<file path="src/rtl/fifo_wr_arbiter.sv">
// Round-robin, burst-locked arbiter that shares one FIFO write port among NUM_REQ producers.
// Optional macro ARB_TIMEOUT_EN aborts a burst whose owner stops presenting words.
module fifo_wr_arbiter #(
  parameter int NUM_REQ        = 4,
  parameter int DATA_WIDTH     = 64,
  parameter int WORDS_PER_OP   = 16,
  parameter int TIMEOUT_CYCLES = 256,
  localparam int GRANT_W       = (NUM_REQ > 1) ? $clog2(NUM_REQ) : 1
) (
  input  logic                          clk,
  input  logic                          rst,
  input  logic [NUM_REQ-1:0]            req_valid,
  input  logic [NUM_REQ*DATA_WIDTH-1:0] req_data,
  output logic [NUM_REQ-1:0]            req_ready,
  output logic                          fifo_wr_en,
  output logic [DATA_WIDTH-1:0]         fifo_wr_data,
  input  logic                          fifo_wr_full,
  output logic [GRANT_W-1:0]            grant_id,
  output logic                          busy,
  output logic                          burst_done,
  output logic                          err_timeout
);

  localparam int BEAT_W = (WORDS_PER_OP > 1) ? $clog2(WORDS_PER_OP) : 1;

  typedef enum logic {IDLE, BURST} state_t;

  state_t                state_reg, state_next;
  logic [GRANT_W-1:0]    grant_reg, grant_next;
  logic [GRANT_W-1:0]    rr_ptr_reg, rr_ptr_next;
  logic [GRANT_W-1:0]    pick_idx, scan_idx;
  logic [BEAT_W-1:0]     beat_cnt_reg, beat_cnt_next;
  logic                  pick_found, owner_valid, beat, last_beat;
  logic [DATA_WIDTH-1:0] req_word [NUM_REQ];

  if (NUM_REQ < 1 || NUM_REQ > 16 || WORDS_PER_OP < 1 || TIMEOUT_CYCLES < 1) begin : g_bad_param
    $error("fifo_wr_arbiter: parameter out of range");
  end

  for (genvar gi = 0; gi < NUM_REQ; gi++) begin : g_unpack
    assign req_word[gi] = req_data[gi*DATA_WIDTH +: DATA_WIDTH];
  end

  assign owner_valid  = req_valid[grant_reg];
  assign beat         = (state_reg == BURST) && owner_valid && !fifo_wr_full;
  assign last_beat    = (beat_cnt_reg == BEAT_W'(WORDS_PER_OP - 1));
  assign fifo_wr_data = req_word[grant_reg];
  assign grant_id     = grant_reg;
  assign busy         = (state_reg == BURST);

  // Scan starts one past the previous owner so every producer gets a turn.
  always_comb begin
    pick_found = 1'b0;
    pick_idx   = '0;
    scan_idx   = rr_ptr_reg;
    for (int k = 0; k < NUM_REQ; k++) begin
      scan_idx = (scan_idx == GRANT_W'(NUM_REQ - 1)) ? '0 : scan_idx + 1'b1;
      if (!pick_found && req_valid[scan_idx]) begin
        pick_found = 1'b1;
        pick_idx   = scan_idx;
      end
    end
  end

`ifdef ARB_TIMEOUT_EN
  localparam int STALL_W = (TIMEOUT_CYCLES > 1) ? $clog2(TIMEOUT_CYCLES) : 1;
  logic [STALL_W-1:0] stall_cnt_reg, stall_cnt_next;

  always_ff @(posedge clk) begin
    if (rst) stall_cnt_reg <= '0;
    else     stall_cnt_reg <= stall_cnt_next;
  end
`else
  assign err_timeout = 1'b0;
`endif

  always_comb begin
    state_next    = state_reg;
    grant_next    = grant_reg;
    rr_ptr_next   = rr_ptr_reg;
    beat_cnt_next = beat_cnt_reg;
    req_ready     = '0;
    fifo_wr_en    = 1'b0;
    burst_done    = 1'b0;
`ifdef ARB_TIMEOUT_EN
    stall_cnt_next = stall_cnt_reg;
    err_timeout    = 1'b0;
`endif
    case (state_reg)
      IDLE: begin
        if (pick_found) begin
          grant_next = pick_idx;
          state_next = BURST;
        end
`ifdef ARB_TIMEOUT_EN
        stall_cnt_next = '0;
`endif
      end
      BURST: begin
        req_ready[grant_reg] = !fifo_wr_full;
        if (beat) begin
          fifo_wr_en = 1'b1;
`ifdef ARB_TIMEOUT_EN
          stall_cnt_next = '0;
`endif
          if (last_beat) begin
            burst_done    = 1'b1;
            beat_cnt_next = '0;
            rr_ptr_next   = grant_reg;
            state_next    = IDLE;
          end else begin
            beat_cnt_next = beat_cnt_reg + 1'b1;
          end
        end
`ifdef ARB_TIMEOUT_EN
        // Only owner-side starvation counts; a full FIFO neither advances nor clears the count.
        else if (!owner_valid) begin
          if (stall_cnt_reg == STALL_W'(TIMEOUT_CYCLES - 1)) begin
            err_timeout    = 1'b1;
            beat_cnt_next  = '0;
            rr_ptr_next    = grant_reg;
            stall_cnt_next = '0;
            state_next     = IDLE;
          end else begin
            stall_cnt_next = stall_cnt_reg + 1'b1;
          end
        end
`endif
      end
      default: state_next = IDLE;
    endcase
  end

  always_ff @(posedge clk) begin
    if (rst) begin
      state_reg    <= IDLE;
      grant_reg    <= '0;
      rr_ptr_reg   <= GRANT_W'(NUM_REQ - 1);
      beat_cnt_reg <= '0;
    end else begin
      state_reg    <= state_next;
      grant_reg    <= grant_next;
      rr_ptr_reg   <= rr_ptr_next;
      beat_cnt_reg <= beat_cnt_next;
    end
  end

endmodule

</file>
<file path="config.mk">
export PLATFORM = sky130hd
export DESIGN_NAME = fifo_wr_arbiter
export DESIGN_NICKNAME = d
export VERILOG_FILES = /design/src/rtl/fifo_wr_arbiter.sv
export SDC_FILE = /design/constraint.sdc
export NUM_CORES = 1
export LEC_CHECK = 0
export BUFFER_PORTS_ARGS = -buffer_cell sky130_fd_sc_hd__buf_2
export CORE_AREA = 2 2 131 133
export CTS_CLUSTER_DIAMETER = 100
export DETAILED_ROUTE_END_ITERATION = 16
export DIE_AREA = 0 0 133 135
export HOLD_SLACK_MARGIN = 0.1
export PLACE_DENSITY = 0.52
export RECOVER_POWER = 50
export SLEW_MARGIN = 20
export SYNTH_ARGS = -nofsm -noshare
export SYNTH_HDL_FRONTEND = slang
export SYNTH_SLANG_ARGS = --single-unit
</file>
<file path="constraint.sdc">
create_clock -name clk -period 3.65 [get_ports clk]
set_input_delay 0.1825 -clock clk [delete_from_list [all_inputs] [get_ports clk]]
set_output_delay 0.1825 -clock clk [all_outputs]
set_load 0.01 [all_outputs]
</file>
==> implementation parameters, run 1 <==
Parameter                              Value

Outcome
  Run status ... complete, no violations

Finish
  Fill cells ... 1772
  Synthesis-to-layout area growth ... 92.41%
  Final instance area ... 0.003996 mm2
  Share of final-layout standard cells stronger than drive strength 1 ... 0.8106
  Number of nets in the finished design ... 736
  Largest register FFs ... 4

Route
  Count of nets left with antenna violations after detail routing ... 0
  Drt first pass iters ... 4
  Met2 WL post-DR ... 6.108 mm
  WL per Instance ... 17.43 um
  Detailed route wirelength on metal3 ... 860 um
  Via-to-Cell Ratio ... 4.211
  Remaining design rule violation count ... 0
  Met1 Wirelength ... 4.998 mm
  Topmost layer with routed signal wires ... met4
  Number of design-rule violations left by the first detailed-router iteration ... 112
  Final wirelength ... 12.04 mm
  Number of vias after detailed routing ... 2910

Setup path
  Slowest cell on the critical path ... sky130_fd_sc_hd__o22ai_1
  Cell-by-cell trace of the critical path ... or3b_1, o22ai_1, and4_1, buf_2
  Worst Path Required ... between 3000 and 4000 ps
  Crit Path Category ... reg2out
  Number of buffer and inverter instances along the worst setup path ... 1
  Maximum fanout encountered on the critical timing path ... 30
  Crit. End Element ... output pin
  Worst Setup Start Kind ... register
  Delay contributed by the slowest stage of the critical path ... 570 ps
  Top delay family on crit path ... simple AND/OR/NAND/NOR gates
  Critical Path AT ... 2410 ps

Floorplanning
  Ports ... 337
  Die extent in y ... about 140 um
  Die footprint ... 0.01796 mm2
  Standard-cell row count ... 47
  Starting density of the core ... 0.1266
  Core Region ... between 0.015 and 0.02 mm2
  Horizontal extent of the die ... between 100 and 150 um

Timing
  Remaining max-slew budget at the tightest pin ... 0.3378
  Hold WS ... 290.0 ps
  Top achievable clock speed ... 385.7 MHz
  Worst path setup slack after routing ... 1057 ps
  Count of pins over their slew limit ... 0
  Slew at the pin with the worst max-slew slack ... 993.2 ps
  Final Critical Period ... 2593 ps
  Final Hold Fails ... 0
  Unrepaired setup endpoints after global routing ... false
  Fin Clk Skew ... 0.8577 ps
  Setup violations, final ... 0
  Setup_tns ... 0 ps
  Period utilization ... 0.7103

Pwr
  IR drop worst, VDD ... 0.2372 mV
  Leakage power summed over all cells ... 1.844 nW
  Cell Pwr Density ... 205.1 mW/mm2

Clock network
  CTS tree ... done
  CTS buffer count ... 3
  Largest buffer count on any clock path ... 2
  Hold buffers post-CTS ... 0
  Clock latency reported for the late side of the worst-skew pair ... 240 ps
  Number of cells upsized or downsized after cts ... 0
  Maximum level of the CTS H-tree ... 1
  Post-CTS clock slew at the launch and capture registers of the worst setup and hold paths ... 40 ps
  TritonCTS sink count ... 9
  Post-CTS setup buffer count ... 0
  Buffer cell driving the clock tree root ... sky130_fd_sc_hd__clkbuf_16

Yosys
  Sequential cell area fraction in the yosys report ... 0.08675
  Most used standard cell by instance count after synthesis ... sky130_fd_sc_hd__mux4_2
  EDFF count, synth ... 0
  Area share of the largest cell type after synthesis ... 0.6940
  Ys async rst share ... 0
  Mean instance size in the synthesized netlist ... ~14 um2
  Synthesized netlist net count ... 412
  Synth Warn # ... 0
  Synth area leader ... sky130_fd_sc_hd__mux4_2
  Main flop type after synthesis ... sky130_fd_sc_hd__dfxtp_1
  Synthesized flop and latch total ... 9
  Synthesized area ... 0.002077 mm2
  Cell variety after synth ... 30
  Number of instances in the synthesized netlist ... 147
  Top cells by area, synth ... sky130_fd_sc_hd__mux4_2 (69%), sky130_fd_sc_hd__dfxtp_1 (8.7%), sky130_fd_sc_hd__nor2_1 (2.5%)
  Most numerous cell types in the synthesized netlist ... sky130_fd_sc_hd__mux4_2 (64), sky130_fd_sc_hd__nor2_1 (14), sky130_fd_sc_hd__clkbuf_1 (9), sky130_fd_sc_hd__dfxtp_1 (9), sky130_fd_sc_hd__buf_2 (8)

GRT
  Global-route wire length before repair ... 17.37 mm
  Remaining Overflow, GRT ... 0
  All-layer global routing usage ... 0.1247
  Largest net degree at the start of global routing ... 40
  Initial antenna violation count ... 1
  Vias in the first global route ... 3025

Flow run
  Max_cap viols ... 0

Placed design
  Post-Place Cell Area ... 0.003970 mm2
  Post-Place Setup Slack ... 1486 ps
  Port Buf Inserts ... 335
  Final weighted congestion in routability-driven placement ... 0.8069
  Post-detailed-placement half-perimeter wirelength ... 10.91 mm

Hold path
  Min-Delay Path Class ... in2reg
## area by class of cell
class	instances	area [um2]	area share
Antenna cell	1	2.502	0.0006262
Sequential cell	9	187.7	0.04696
Multi-Input combinational cell	117	1784	0.4465
Inverter	2	7.507	0.001879
Tap cell	220	275.3	0.06888
Timing Repair Buffer	338	1660	0.4155
Clock buffer	4	78.83	0.01972
## stage by stage
step / utilization / power (mW) / instances
global route: 0.2436 / 0.8680 / 691
CTS: 0.2468 / 0.8427 / 690
global placement: 0.2420 / 0.6443 / 686
detailed placement: 0.2420 / 0.6463 / 686
finish: 0.2436 / 0.8196 / 691
floorplan: - / 0.3869 / 147
## cell usage in the layout, fill, tap and decap left out, drive strengths merged, types with 3 or more instances in the layout
master  count
clkbuf     33
buf       309
nor2       14
mux4       64
dfxtp       9
a21o        3
mux2i       5
nand2       3
o22ai       3
## worst register-to-register path: cells and delay by family (launching register included)
| family | cells | cell delay, ps |
|---|---|---|
| AOI/OAI and AO/OA | 1 | 570 |
| DFF | 1 | 500 |
| muxes | 1 | 220 |
| and+or+nand+nor | 2 | 920 |
## power by group
group,internal (mW),switching [mW],total [mW]
Clock,0.146,0.0485,0.195
Sequential,0.103,0.0260,0.129
Combinational,0.294,0.202,0.496
## final timing paths
| kind | from | endpoint | slack, ps | cells after the start |
|---|---|---|---|---|
| setup / recovery | grant_id[0]$_SDFFE_PP0P_ | burst_done | 1060 | 4 |
| hold reg to reg | rr_ptr_reg[1]$_SDFFE_PP1P_ | rr_ptr_reg[1]$_SDFFE_PP1P_ | 520 | 2 |
| setup reg to reg | grant_id[0]$_SDFFE_PP0P_ | rr_ptr_reg[0]$_SDFFE_PP1P_ | 1360 | 4 |
| hold / removal | rst | beat_cnt_reg[1]$_SDFFE_PP0P_ | 290 | 2 |
## kinds of logic after synthesis
family | after synthesis | synth area share
fa+ha+maj | 2 | 0.01205
buf+inv | 21 | 0.04638
mux | 69 | 0.7181
simple gates | 28 | 0.06747
xor+xnor | 1 | 0.004218
compound gates | 16 | 0.06325
other cells | 1 | 0.001805
flops | 9 | 0.08675
## routing by layer
layer / up-vias / GRT usage
met4: 0 / 0.01912
met2: 178 / 0.2231
li1: 1305 / -
met5: - / 0
met3: 5 / 0.01464
met1: 1422 / 0.1648
Note: power is estimated with default switching activity, not from simulation.
==> run 2: changes to the inputs <==
--- a/config.mk
+++ b/config.mk
@@ -11,7 +11,7 @@
 export DETAILED_ROUTE_END_ITERATION = 16
 export DIE_AREA = 0 0 133 135
 export HOLD_SLACK_MARGIN = 0.1
-export PLACE_DENSITY = 0.52
+export PLACE_DENSITY = 0.54
 export RECOVER_POWER = 50
 export SLEW_MARGIN = 20
 export SYNTH_ARGS = -nofsm -noshare
==> constraint.sdc (replaced) <==
create_clock -name clk -period 2.3 [get_ports clk]
set_input_delay 0.115 -clock clk [delete_from_list [all_inputs] [get_ports clk]]
set_output_delay 0.115 -clock clk [all_outputs]
set_load 0.01 [all_outputs]
==> implementation parameters, run 2 (synthesis gave the netlist of run 1 again) <==
Parameter                              Value

Timing
  Final Hold Fails ... 0
  Remaining max-slew budget at the tightest pin ... 0.6152
  Count of pins over their slew limit ... 0
  Period utilization ... 0.8848
  Slew at the pin with the worst max-slew slack ... 577.2 ps
  Fin Clk Skew ... 2.638 ps
  Worst path setup slack after routing ... 264.9 ps
  Setup violations, final ... 0
  Top achievable clock speed ... 491.4 MHz
  Unrepaired setup endpoints after global routing ... false
  Final Critical Period ... 2035 ps
  Setup_tns ... 0 ps

Placed design
  Post-Place Setup Slack ... 536.0 ps
  Cells after DPL ... 686
  Post-detailed-placement half-perimeter wirelength ... 11.58 mm
  Final weighted congestion in routability-driven placement ... 0.8738
  Port Buf Inserts ... around 340
  Post-Place Cell Area ... 0.003995 mm2

Clock network
  CTS tree ... done
  Number of cells upsized or downsized after cts ... 0
  Maximum level of the CTS H-tree ... 1
  Post-CTS setup buffer count ... 0
  CTS buffer count ... 3
  Hold buffers post-CTS ... 0
  Clock latency reported for the late side of the worst-skew pair ... 240 ps
  Buffer cell driving the clock tree root ... sky130_fd_sc_hd__clkbuf_16
  TritonCTS sink count ... 9
  Largest buffer count on any clock path ... 2
  Post-CTS clock slew at the launch and capture registers of the worst setup and hold paths ... 40 ps

Setup path
  Reg-to-reg critical path startpoint ... busy$_SDFF_PP0_
  Cell-by-cell trace of the critical path ... or3b_1, o22ai_4, and4_1, buf_2
  Worst Setup Start Kind ... register
  Worst Path Required ... 2180 ps
  Critical Path AT ... 1920 ps
  Crit. End Element ... output pin
  Slowest cell on the critical path ... sky130_fd_sc_hd__or3b_1
  Crit Path Category ... reg2out
  Cell count of the worst reg-to-reg path ... 4
  Delay contributed by the slowest stage of the critical path ... 460 ps
  RR Endpoint ... rr_ptr_reg[1]$_SDFFE_PP1P_
  Slack of the worst reg-to-reg path ... 530 ps
  Maximum fanout encountered on the critical timing path ... 8

Finish
  Share of final-layout standard cells stronger than drive strength 1 ... 0.8064
  Final instance area ... 0.004034 mm2
  Synthesis-to-layout area growth ... 94.22%
  Area of the multi-input gates ... 0.001798 mm2
  # diodes ... 0
  Number of standard cells in the final layout excluding fillers ... 690
  Fill cells ... 1794
  Top library cells by usage in the layout, fill and taps aside ... sky130_fd_sc_hd__buf_2 (305), sky130_fd_sc_hd__mux4_2 (64), sky130_fd_sc_hd__clkbuf_1 (31), sky130_fd_sc_hd__nor2_1 (14), sky130_fd_sc_hd__dfxtp_1 (7)
  Sequential cell area ... 187.7 um2
  Most common cell after layout, fill and taps aside ... sky130_fd_sc_hd__buf_2
  Number of nets in the finished design ... 736
  Largest register FFs ... 4

Floorplanning
  Core Region ... 0.01641 mm2
  Starting density of the core ... 0.1266
  Horizontal extent of the die ... 133 um
  Ports ... 337
  Die footprint ... between 0.015 and 0.02 mm2
  Standard-cell row count ... 47
  Die extent in y ... 135 um

GRT
  Global-route wire length before repair ... 18.60 mm
  Largest net degree at the start of global routing ... 61
  Remaining Overflow, GRT ... 0
  Vias in the first global route ... about 3.1k
  Initial antenna violation count ... 0
  All-layer global routing usage ... 0.1335

Route
  Final wirelength ... roughly 13 mm
  Via-to-Cell Ratio ... roughly 4.4
  Number of design-rule violations left by the first detailed-router iteration ... 150
  Remaining design rule violation count ... 0
  Drt first pass iters ... 4
  Count of nets left with antenna violations after detail routing ... 0
  Number of vias after detailed routing ... 3030
  WL per Instance ... 19.04 um

Hold path
  Min-Delay Path Class ... in2reg
  Worst hold endpoint ... beat_cnt_reg[1]$_SDFFE_PP0P_
  Launch point of the worst hold path ... rst
  Hold path depth ... 2

Flow run
  Max_cap viols ... 0

Outcome
  Run status ... complete, no violations

Pwr
  IR drop worst, VDD ... 0.3988 mV
  Leakage power summed over all cells ... 1.844 nW
  Cell Pwr Density ... 329.2 mW/mm2
==> run 2: routing by layer <==
metal | global-route usage | part of all wire
met1 | 0.1784 | 0.41
met2 | 0.2277 | 0.49
met3 | 0.02665 | 0.088
met4 | 0.02091 | 0.0097
met5 | 0 | 0
==> run 2: worst max-delay path by stage <==
stage | startpoint | to | slack, ps | cells after the start
after floorplan | grant_id[0]$_SDFFE_PP0P_ | fifo_wr_data[20] | 520 | 4
after global placement | grant_id[0]$_SDFFE_PP0P_ | fifo_wr_data[25] | 550 | 3
after detailed placement | grant_id[0]$_SDFFE_PP0P_ | fifo_wr_data[26] | 540 | 3
after CTS | grant_id[0]$_SDFFE_PP0P_ | fifo_wr_data[3] | 290 | 3
after global routing | busy$_SDFF_PP0_ | burst_done | 160 | 4
final | busy$_SDFF_PP0_ | burst_done | 260 | 4
==> run 2: report_power, final <==
group / internal (mW) / switching (mW) / total, mW
clock network: 0.232 / 0.0764 / 0.308
logic: 0.474 / 0.367 / 0.841
registers: 0.164 / 0.0146 / 0.179
==> run 2: cell type report <==
| type | count | share of cell area |
|---|---|---|
| tap | 220 | 0.06824 |
| inverter | 2 | 0.001861 |
| clock buffer | 4 | 0.01954 |
| timing repair buffer | 338 | 0.4181 |
| multi-input combinational | 117 | 0.4457 |
| sequential | 9 | 0.04653 |
==> run 2: critical path: cells and delay by family, from the launching register on <==
family / cells / cell delay [ps]
AND/OR/NAND/NOR: 2 / 830
flip-flops: 1 / 410
AO/OA/AOI/OAI: 1 / 280
buffers and inverters: 1 / 170
==> run 2: metrics by stage <==
stage | power, mW | util | hold slack [ps]
after floorplan | 0.6140 | - | 331.8
after global placement | 1.036 | 0.2435 | 449.2
after detailed placement | 1.042 | 0.2435 | 436.9
after CTS | 1.354 | 0.2483 | 209.3
after global routing | 1.397 | 0.2459 | 229.9
final | 1.328 | 0.2459 | 209.9
==> run 3: changes to the inputs <==
--- a/config.mk
+++ b/config.mk
@@ -10,8 +10,8 @@
 export CTS_CLUSTER_DIAMETER = 100
 export DETAILED_ROUTE_END_ITERATION = 16
 export DIE_AREA = 0 0 133 135
-export HOLD_SLACK_MARGIN = 0.1
-export PLACE_DENSITY = 0.54
+export HOLD_SLACK_MARGIN = 0.08
+export PLACE_DENSITY = 0.52
 export RECOVER_POWER = 50
 export SLEW_MARGIN = 20
 export SYNTH_ARGS = -nofsm -noshare
==> constraint.sdc (replaced) <==
create_clock -name clk -period 2.5 [get_ports clk]
set_input_delay 0.125 -clock clk [delete_from_list [all_inputs] [get_ports clk]]
set_output_delay 0.125 -clock clk [all_outputs]
set_load 0.01 [all_outputs]
==> implementation parameters, run 3 (synthesis gave the netlist of run 1 again) <==
Parameter                              Value

Placed design
  Final weighted congestion in routability-driven placement ... 0.8047
  Port Buf Inserts ... 335
  Post-detailed-placement half-perimeter wirelength ... 10.98 mm

Timing
  Hold WS ... 217.9 ps
  Setup violations, final ... 0
  Fin Clk Skew ... 1.255 ps
  Unrepaired setup endpoints after global routing ... false
  Setup_tns ... 0 ps
  Count of pins over their slew limit ... 0
  Top achievable clock speed ... 480.0 MHz
  Final Hold Fails ... 0
  Period utilization ... 0.8333
  Final Critical Period ... 2083 ps

Floorplanning
  Die footprint ... 0.01796 mm2
  Core Region ... 0.01641 mm2
  Standard-cell row count ... 47
  Horizontal extent of the die ... 133 um
  Die extent in y ... 135 um
  Ports ... 337
  Starting density of the core ... 0.1266

Setup path
  Cell-by-cell trace of the critical path ... or3b_1, o22ai_1, clkbuf_1, clkbuf_1
  Delay contributed by the slowest stage of the critical path ... 460 ps
  Crit Path Category ... reg2out
  Worst Setup Start Kind ... register
  Critical Path AT ... 1960 ps
  Worst Path Required ... between 2000 and 2500 ps
  Slowest cell on the critical path ... sky130_fd_sc_hd__or3b_1
  Worst path most repeated cell ... sky130_fd_sc_hd__clkbuf_1
  Crit. End Element ... output pin
  Maximum fanout encountered on the critical timing path ... 20
  Cell count of the worst reg-to-reg path ... 5

GRT
  Remaining Overflow, GRT ... 0
  Largest net degree at the start of global routing ... 35
  Global-route wire length before repair ... around 18 mm
  All-layer global routing usage ... 0.1282
  Vias in the first global route ... 3121
  Initial antenna violation count ... 0

Pwr
  IR drop worst, VDD ... 0.2417 mV
  Leakage power summed over all cells ... 1.857 nW
  Cell Pwr Density ... 299.8 mW/mm2

Finish
  Top library cells by usage in the layout, fill and taps aside ... sky130_fd_sc_hd__buf_2 (307), sky130_fd_sc_hd__mux4_2 (64), sky130_fd_sc_hd__clkbuf_1 (30), sky130_fd_sc_hd__nor2_1 (14), sky130_fd_sc_hd__dfxtp_1 (7)
  Largest register FFs ... 4
  Synthesis-to-layout area growth ... 93.98%
  Most common cell after layout, fill and taps aside ... sky130_fd_sc_hd__buf_2
  Share of final-layout standard cells stronger than drive strength 1 ... 0.8076
  Number of nets in the finished design ... 739
  # diodes ... 0

Route
  Count of nets left with antenna violations after detail routing ... 0
  Final wirelength ... around 12 mm
  Via-to-Cell Ratio ... 4.264
  Number of vias after detailed routing ... 2955
  WL per Instance ... 17.75 um
  Remaining design rule violation count ... 0
  Number of design-rule violations left by the first detailed-router iteration ... about 90
  Drt first pass iters ... 4

Hold path
  Min-Delay Path Class ... in2reg
  Hold path depth ... 2

Clock network
  CTS tree ... done
  Buffer cell driving the clock tree root ... sky130_fd_sc_hd__clkbuf_16
  Post-CTS setup buffer count ... 0
  Clock latency reported for the late side of the worst-skew pair ... approximately 230 ps
  Largest buffer count on any clock path ... 2
  CTS buffer count ... 3
  Number of cells upsized or downsized after cts ... 0
  TritonCTS sink count ... 9
  Post-CTS clock slew at the launch and capture registers of the worst setup and hold paths ... 40 ps
  Hold buffers post-CTS ... 0
  Maximum level of the CTS H-tree ... 1

Flow run
  Max_cap viols ... 0

Outcome
  Run status ... complete, no violations
[run 3: changes by cell type in the layout (fill, tap and decap cells not counted)]
cell,change
sky130_fd_sc_hd__clkbuf_1,-1
sky130_fd_sc_hd__o22ai_1,+1
sky130_fd_sc_hd__o22ai_4,-1
sky130_fd_sc_hd__buf_2,+2
sky130_fd_sc_hd__buf_4,+3
sky130_fd_sc_hd__buf_12,-1
[run 3: stage by stage]
stage,instance area [um2],setup WS [ps],std cells,utilization,power [mW]
after floorplan,2077,705.3,147,-,0.5649
after global placement,4005,607.9,689,0.2441,0.9535
after detailed placement,4005,607.0,689,0.2441,0.9583
after CTS,4084,378.6,693,0.2489,1.245
after global routing,4029,311.2,693,0.2456,1.284
final,4029,416.7,693,0.2456,1.208
[run 3: area by class of cell]
type	instances	area, um2
fill	1813	12380
inverter	2	7.507
timing repair buffer	341	1695
clock buffer	4	78.83
multi-input combinational	117	1784
sequential	9	187.7
tap	220	275.3
[run 3: final timing paths]
path / from / to / slack (ps)
max: grant_id[0]$_SDFFE_PP0P_ / fifo_wr_en / 420
min: rst / beat_cnt_reg[1]$_SDFFE_PP0P_ / 220
max reg2reg: grant_id[0]$_SDFFE_PP0P_ / beat_cnt_reg[3]$_SDFFE_PP0P_ / 450
min reg2reg: beat_cnt_reg[3]$_SDFFE_PP0P_ / beat_cnt_reg[3]$_SDFFE_PP0P_ / 530
[run 3: worst max-delay path: cells and delay by family (launching register included)]
family	cells	cell delay, ps
AOI/OAI and AO/OA	1	240
and+or+nand+nor	1	460
buffers and inverters	2	570
DFF	1	450
[run 3: routing by layer]
layer  track usage  share of wire
met1        0.1683           0.41
met2        0.2340           0.52
met3       0.02102          0.071
met4      0.003584        0.00098
met5             0              0
[run 3: report_power, final]
part,internal (mW),switching (mW)
Combinational,0.435,0.312
Sequential,0.151,0.0284
Clock,0.213,0.0680
